$ cat src/rtl/twid_round_sat.sv
// Rescales full-precision twiddle products to DATA_WIDTH: round-half-up, shift right by SHIFT,
// saturate, and stream out through a two-stage elastic valid/ready pipeline with a sticky clip counter.
module twid_round_sat #(
    parameter int DATA_WIDTH = 21,
    parameter int TWID_WIDTH = 16,
    parameter int SHIFT      = 15,
    parameter int CNT_WIDTH  = 16
) (
    input  logic                                    clk,
    input  logic                                    rst_n,
    input  logic                                    in_valid,
    output logic                                    in_ready,
    input  logic signed [DATA_WIDTH+TWID_WIDTH:0]   in_r,
    input  logic signed [DATA_WIDTH+TWID_WIDTH:0]   in_i,
    output logic                                    out_valid,
    input  logic                                    out_ready,
    output logic signed [DATA_WIDTH-1:0]            out_r,
    output logic signed [DATA_WIDTH-1:0]            out_i,
    output logic                                    out_sat,
    output logic        [CNT_WIDTH-1:0]             sat_cnt,
    input  logic                                    clr_cnt
);

    localparam int IN_W  = DATA_WIDTH + TWID_WIDTH + 1;
    localparam int RND_W = IN_W + 1 - SHIFT;

    localparam logic signed [IN_W:0] HALF = (IN_W+1)'(1) << (SHIFT - 1);
    localparam logic signed [RND_W-1:0] SAT_MAX =
        {{(RND_W-DATA_WIDTH+1){1'b0}}, {(DATA_WIDTH-1){1'b1}}};
    localparam logic signed [RND_W-1:0] SAT_MIN =
        {{(RND_W-DATA_WIDTH+1){1'b1}}, {(DATA_WIDTH-1){1'b0}}};

    // One guard bit above the input keeps the half-LSB add from overflowing.
    function automatic logic signed [RND_W-1:0] round_shift(input logic signed [IN_W-1:0] x);
        logic signed [IN_W:0] sum;
        sum = {x[IN_W-1], x} + HALF;
        return sum[IN_W:SHIFT];
    endfunction

    // Returns {clipped, value}.
    function automatic logic [DATA_WIDTH:0] saturate(input logic signed [RND_W-1:0] v);
        logic [DATA_WIDTH:0] res;
        res = {1'b0, v[DATA_WIDTH-1:0]};
        if (v > SAT_MAX) begin
            res = {1'b1, SAT_MAX[DATA_WIDTH-1:0]};
        end else if (v < SAT_MIN) begin
            res = {1'b1, SAT_MIN[DATA_WIDTH-1:0]};
        end
        return res;
    endfunction

    logic                           vld_p1_q, vld_p1_d;
    logic signed [RND_W-1:0]        r_p1_q, r_p1_d;
    logic signed [RND_W-1:0]        i_p1_q, i_p1_d;
    logic                           vld_p2_q, vld_p2_d;
    logic signed [DATA_WIDTH-1:0]   r_p2_q, r_p2_d;
    logic signed [DATA_WIDTH-1:0]   i_p2_q, i_p2_d;
    logic                           sat_p2_q, sat_p2_d;
    logic        [CNT_WIDTH-1:0]    sat_cnt_q, sat_cnt_d;
    logic                           s1_adv;
    logic        [DATA_WIDTH:0]     sat_r, sat_i;

    always_comb begin
        s1_adv   = !vld_p2_q || out_ready;
        in_ready = !vld_p1_q || s1_adv;
    end

    always_comb begin
        vld_p1_d  = vld_p1_q;
        r_p1_d    = r_p1_q;
        i_p1_d    = i_p1_q;
        vld_p2_d  = vld_p2_q;
        r_p2_d    = r_p2_q;
        i_p2_d    = i_p2_q;
        sat_p2_d  = sat_p2_q;
        sat_cnt_d = sat_cnt_q;
        sat_r     = saturate(r_p1_q);
        sat_i     = saturate(i_p1_q);

        // Stage 1: round and shift
        if (in_ready) begin
            vld_p1_d = in_valid;
            if (in_valid) begin
                r_p1_d = round_shift(in_r);
                i_p1_d = round_shift(in_i);
            end
        end

        // Stage 2: saturate
        if (s1_adv) begin
            vld_p2_d = vld_p1_q;
            if (vld_p1_q) begin
                r_p2_d   = sat_r[DATA_WIDTH-1:0];
                i_p2_d   = sat_i[DATA_WIDTH-1:0];
                sat_p2_d = sat_r[DATA_WIDTH] | sat_i[DATA_WIDTH];
            end
        end

        if (clr_cnt) begin
            sat_cnt_d = '0;
        end else if (vld_p2_q && out_ready && sat_p2_q && (sat_cnt_q != '1)) begin
            sat_cnt_d = sat_cnt_q + CNT_WIDTH'(1);
        end
    end

    always_ff @(posedge clk or negedge rst_n) begin
        if (!rst_n) begin
            vld_p1_q  <= 1'b0;
            vld_p2_q  <= 1'b0;
            r_p2_q    <= '0;
            i_p2_q    <= '0;
            sat_p2_q  <= 1'b0;
            sat_cnt_q <= '0;
        end else begin
            vld_p1_q  <= vld_p1_d;
            vld_p2_q  <= vld_p2_d;
            r_p2_q    <= r_p2_d;
            i_p2_q    <= i_p2_d;
            sat_p2_q  <= sat_p2_d;
            sat_cnt_q <= sat_cnt_d;
        end
    end

    // Stage-1 data is qualified by vld_p1_q, so it needs no reset.
    always_ff @(posedge clk) begin
        r_p1_q <= r_p1_d;
        i_p1_q <= i_p1_d;
    end

    assign out_valid = vld_p2_q;
    assign out_r     = r_p2_q;
    assign out_i     = i_p2_q;
    assign out_sat   = sat_p2_q;
    assign sat_cnt   = sat_cnt_q;

endmodule

$ cat config.mk
export PLATFORM = sky130hd
export DESIGN_NAME = twid_round_sat
export DESIGN_NICKNAME = d
export VERILOG_FILES = /design/src/rtl/twid_round_sat.sv
export SDC_FILE = /design/constraint.sdc
export NUM_CORES = 1
export LEC_CHECK = 0
export BUFFER_PORTS_ARGS = -buffer_cell sky130_fd_sc_hd__buf_4
export CORE_ASPECT_RATIO = 1.25
export CORE_MARGIN = 2
export CORE_UTILIZATION = 39
export DETAILED_ROUTE_END_ITERATION = 16
export PLACE_DENSITY_LB_ADDON = 0.1
export SYNTH_ARGS = -nofsm -noshare
export SYNTH_HDL_FRONTEND = slang
export SYNTH_SLANG_ARGS = --single-unit
$ cat constraint.sdc
create_clock -name clk -period 5.6 [get_ports clk]
set_clock_uncertainty 0.1 [all_clocks]
set_input_delay 0.56 -clock clk [delete_from_list [all_inputs] [get_ports clk]]
set_output_delay 0.56 -clock clk [all_outputs]
set_load 0.01 [all_outputs]
==> impl_metrics.tcl <==
set metrics [dict create \
    detailedRoute.firstPassIterationCount 4 \
    rows 46 \
    synth_commonest_cells "sky130_fd_sc_hd__o21ai_0, sky130_fd_sc_hd__nand2_1, sky130_fd_sc_hd__dfrtp_1, sky130_fd_sc_hd__edfxtp_1, sky130_fd_sc_hd__nor2_1" \
    pre_cts_slack_ps 2870 \
    design.final.nets 666 \
    pin_count 142 \
    dpl_cell_area_um2 6000 \
    core_um2 12600 \
    clk_pin_slew_worst_paths_ps 70 \
    post_cts_resize_count 0 \
    outcome "completed" \
    most_used_standard_cell_by_instance_count_after_synthesis "sky130_fd_sc_hd__o21ai_0" \
    place.gp.congestion 0.787 \
    synth-main-ff-cell "sky130_fd_sc_hd__dfrtp_1" \
    synth_warnings 0 \
    first_global_vias 3688 \
    post_layout_nonfiller_instances 755 \
    crit_required_ps 5600 \
    worst_setup_path_end_kind "register" \
    finalCritPeriodShare_pct 42.2 \
    via_count 3791 \
    cts_root_buf "sky130_fd_sc_hd__clkbuf_16" \
    synthesis.nets 558 \
    max_freq_mhz 424 \
    nFillCells 1209 \
    holdCritPathClass "primary input to asynchronous set/reset pin" \
    crit_path_max_fanout 7 \
    maxSlewHeadroom_pct 18.3 \
    rsz0062_at_grt "false" \
    worst_setup_path_start_kind "primary input" \
    cts_hold_buffers 0 \
    final-setup-viol-count 0 \
    groute.usage.overall_pct 16.1 \
    netlist.top_cell.by_area "sky130_fd_sc_hd__dfrtp_1" \
    grt_start_max_net_pins 64 \
    post_place_cells 739 \
    timing.final.max_slew_violations 0 \
    grt_use_met1_pct 19.0 \
    synthesis.area_per_instance_um2 10.5 \
    power.static_leakage_nw 2.57 \
    synth-async-reset-ratio_pct 56.0 \
    synth.top_cells.by_area "sky130_fd_sc_hd__dfrtp_1, sky130_fd_sc_hd__edfxtp_1, sky130_fd_sc_hd__o21ai_0" \
    synth_cell_type_count 41 \
    timing_hold_violations_final 0 \
    route.detailed.wl_per_inst_um 14.2 \
    synthesis.instances 474 \
    antenna_found_initial 0 \
    power.share.switching_pct 25.4 \
    synth_enable_flop_cells 48 \
    cts-buffers-inserted 9 \
    setup_slack_ps 3240 \
    initial_utilization_pct 39.6 \
    synthesis.area_um2 5000 \
    die_area_um2 13700 \
    total_power_consumption_mw 1.84 \
    synth-compound-area-share_pct 9.79 \
    vdd_drop_max_uv 136 \
    grt_overflow_total 0 \
    combinational_family_with_the_most_area_after_synthesis "simple AND/OR/NAND/NOR gates" \
    cts_tree "built" \
    fin_tns_setup_ps 0 \
    clock-sinks 109 \
    die_height_um 131 \
    hpwl_um 7780 \
    power-per-cell-area_nw_per_um2 294 \
    worst-slew-pin-transition_ps 1210 \
    grtUsageMet2_pct 28.9 \
    die_width_um 105 \
    antennaDiodeCount 0 \
    grt_use_met3_pct 3.42 \
    ffs_latches_synth 109 \
    flow.area_growth_from_synthesis_pct 25.6 \
    synth_simple_gate_area_share_pct 19.1 \
    post_synth_xor_area_fraction_pct 7.71 \
    routed_wl_um 10700 \
    post-route-drc-count 0 \
    crit_path_arrival_time_ps 2360 \
    clock_insertion_delay_worst_skew_ps 340 \
    total_switching_power_mw 0.469 \
    finalInstanceArea_um2 6280 \
    post_route_cells_drive_above_1_share_pct 24.0 \
    power.share.sequential_pct 52.2 \
    drt-vias-per-instance 5.02 \
    io_buffer_count 113 \
    post-synth-top-area-fraction_pct 30.6 \
    ant_nets 0 \
    layout_min_cycle_time_ps 2360 \
    yosys.area_share.adder_pct 0.751 \
    clkPwrFrac_pct 32.0 \
    internal_power_mw 1.37 \
    clk_path_buf_depth 2 \
    cts_post_setup_buffers_inserted 0 \
    grt_busiest_layer "met2" \
    ctsHtreeMaxLevel 3 \
    cap_violations 0 \
    fin_hold_ws_ps 185 \
    combPwrFrac_pct 15.8 \
    fin_util_pct 49.8 \
    synth.mux.area_fraction_pct 1.10 \
    global_route_wire_length_before_repair_um 17400 \
    dr.first_iter.drc_count 129 \
    path_class "primary input to register" \
    synth_seq_area_share_pct 59.4 \
]
-- cells in the final DEF (no fill, tap or decap), drive strengths merged, types with 2 or more instances in the layout --
| cell | synthesis | routed |
|---|---|---|
| edfxtp | 48 | 48 |
| nand2 | 62 | 62 |
| dfrtp | 61 | 61 |
| o31ai | 6 | 6 |
| and2 | 2 | 2 |
| ha | 3 | 3 |
| o21ai | 64 | 64 |
| xor2 | 13 | 13 |
| and4 | 4 | 4 |
| nor4 | 7 | 7 |
| nor3 | 9 | 9 |
| nand2b | 5 | 5 |
| nand3 | 27 | 27 |
| nor2 | 41 | 41 |
| buf | 1 | 115 |
| or3 | 6 | 6 |
| inv | 10 | 11 |
| or2 | 2 | 2 |
| a31oi | 2 | 2 |
| nor2b | 2 | 2 |
| xnor2 | 31 | 31 |
| mux2 | 4 | 4 |
| or4 | 4 | 4 |
| a21oi | 10 | 10 |
| clkbuf | 17 | 13 |
| nand4 | 17 | 17 |
| and3 | 5 | 5 |
| nor4b | 2 | 2 |
-- kinds of logic after synthesis --
kind of cell    after synthesis
buf+inv                      28
mux                           5
xor+xnor                     44
flops                       109
fa+ha+maj                     3
simple gates                196
compound gates               89
-- final cells by class --
class,instances,area (µm²),share of cell area (%)
Sequential cell,109,2970,47.3
Multi-Input combinational cell,337,1930,30.7
Timing Repair Buffer,115,863,13.8
Clock buffer,13,250,3.99
Tap cell,168,210,3.35
Inverter,10,37.5,0.598
Clock inverter,3,22.5,0.359
-- power by group through the flow --
stage	Sequential [mW]	Combinational [mW]	Clock, mW
2_1_floorplan	0.999	0.103	0
3_3_place_gp	0.978	0.293	0
3_5_place_dp	0.981	0.296	0
4_1_cts	0.965	0.297	0.604
5_1_grt	0.974	0.325	0.643
6_report	0.963	0.290	0.590
-- flip-flops by register name, summed over array words and instances (netlist names) --
register,count
vld_p1_q,1
out_r,21
i_p1_q,24
out_valid,1
out_sat,1
sat_cnt,16
r_p1_q,24
out_i,21
-- routing by layer --
layer	part of all wire [%]	vias up
li1	-	1915
met3	4.5	16
met2	52	103
met5	0	-
met1	42	1757
met4	1.5	0
-- critical path, stage by stage --
cell and delay [ps]:
sky130_fd_sc_hd__buf_4 110, sky130_fd_sc_hd__nand4_1 220, sky130_fd_sc_hd__nor4_1 1070, sky130_fd_sc_hd__nand4_1 220, sky130_fd_sc_hd__xnor2_1 170
-- path summary, 6_finish.rpt --
| check | start | slack [ps] | end | cells after the start |
|---|---|---|---|---|
| worst max-delay path | in_r[19] | 3240 | r_p1_q[14] | 5 |
| worst min-delay path | rst_n | 190 | out_i[14] | 1 |
| worst max register to register | sat_cnt[8] | 3320 | sat_cnt[7] | 4 |
| worst min register to register | out_r[16] | 380 | out_r[16] | 2 |
| max in group asynchronous | rst_n | 4660 | out_r[14] | 1 |
| min in group clk | in_valid | 330 | vld_p1_q | 2 |
Note: power is estimated with default switching activity, not from simulation.
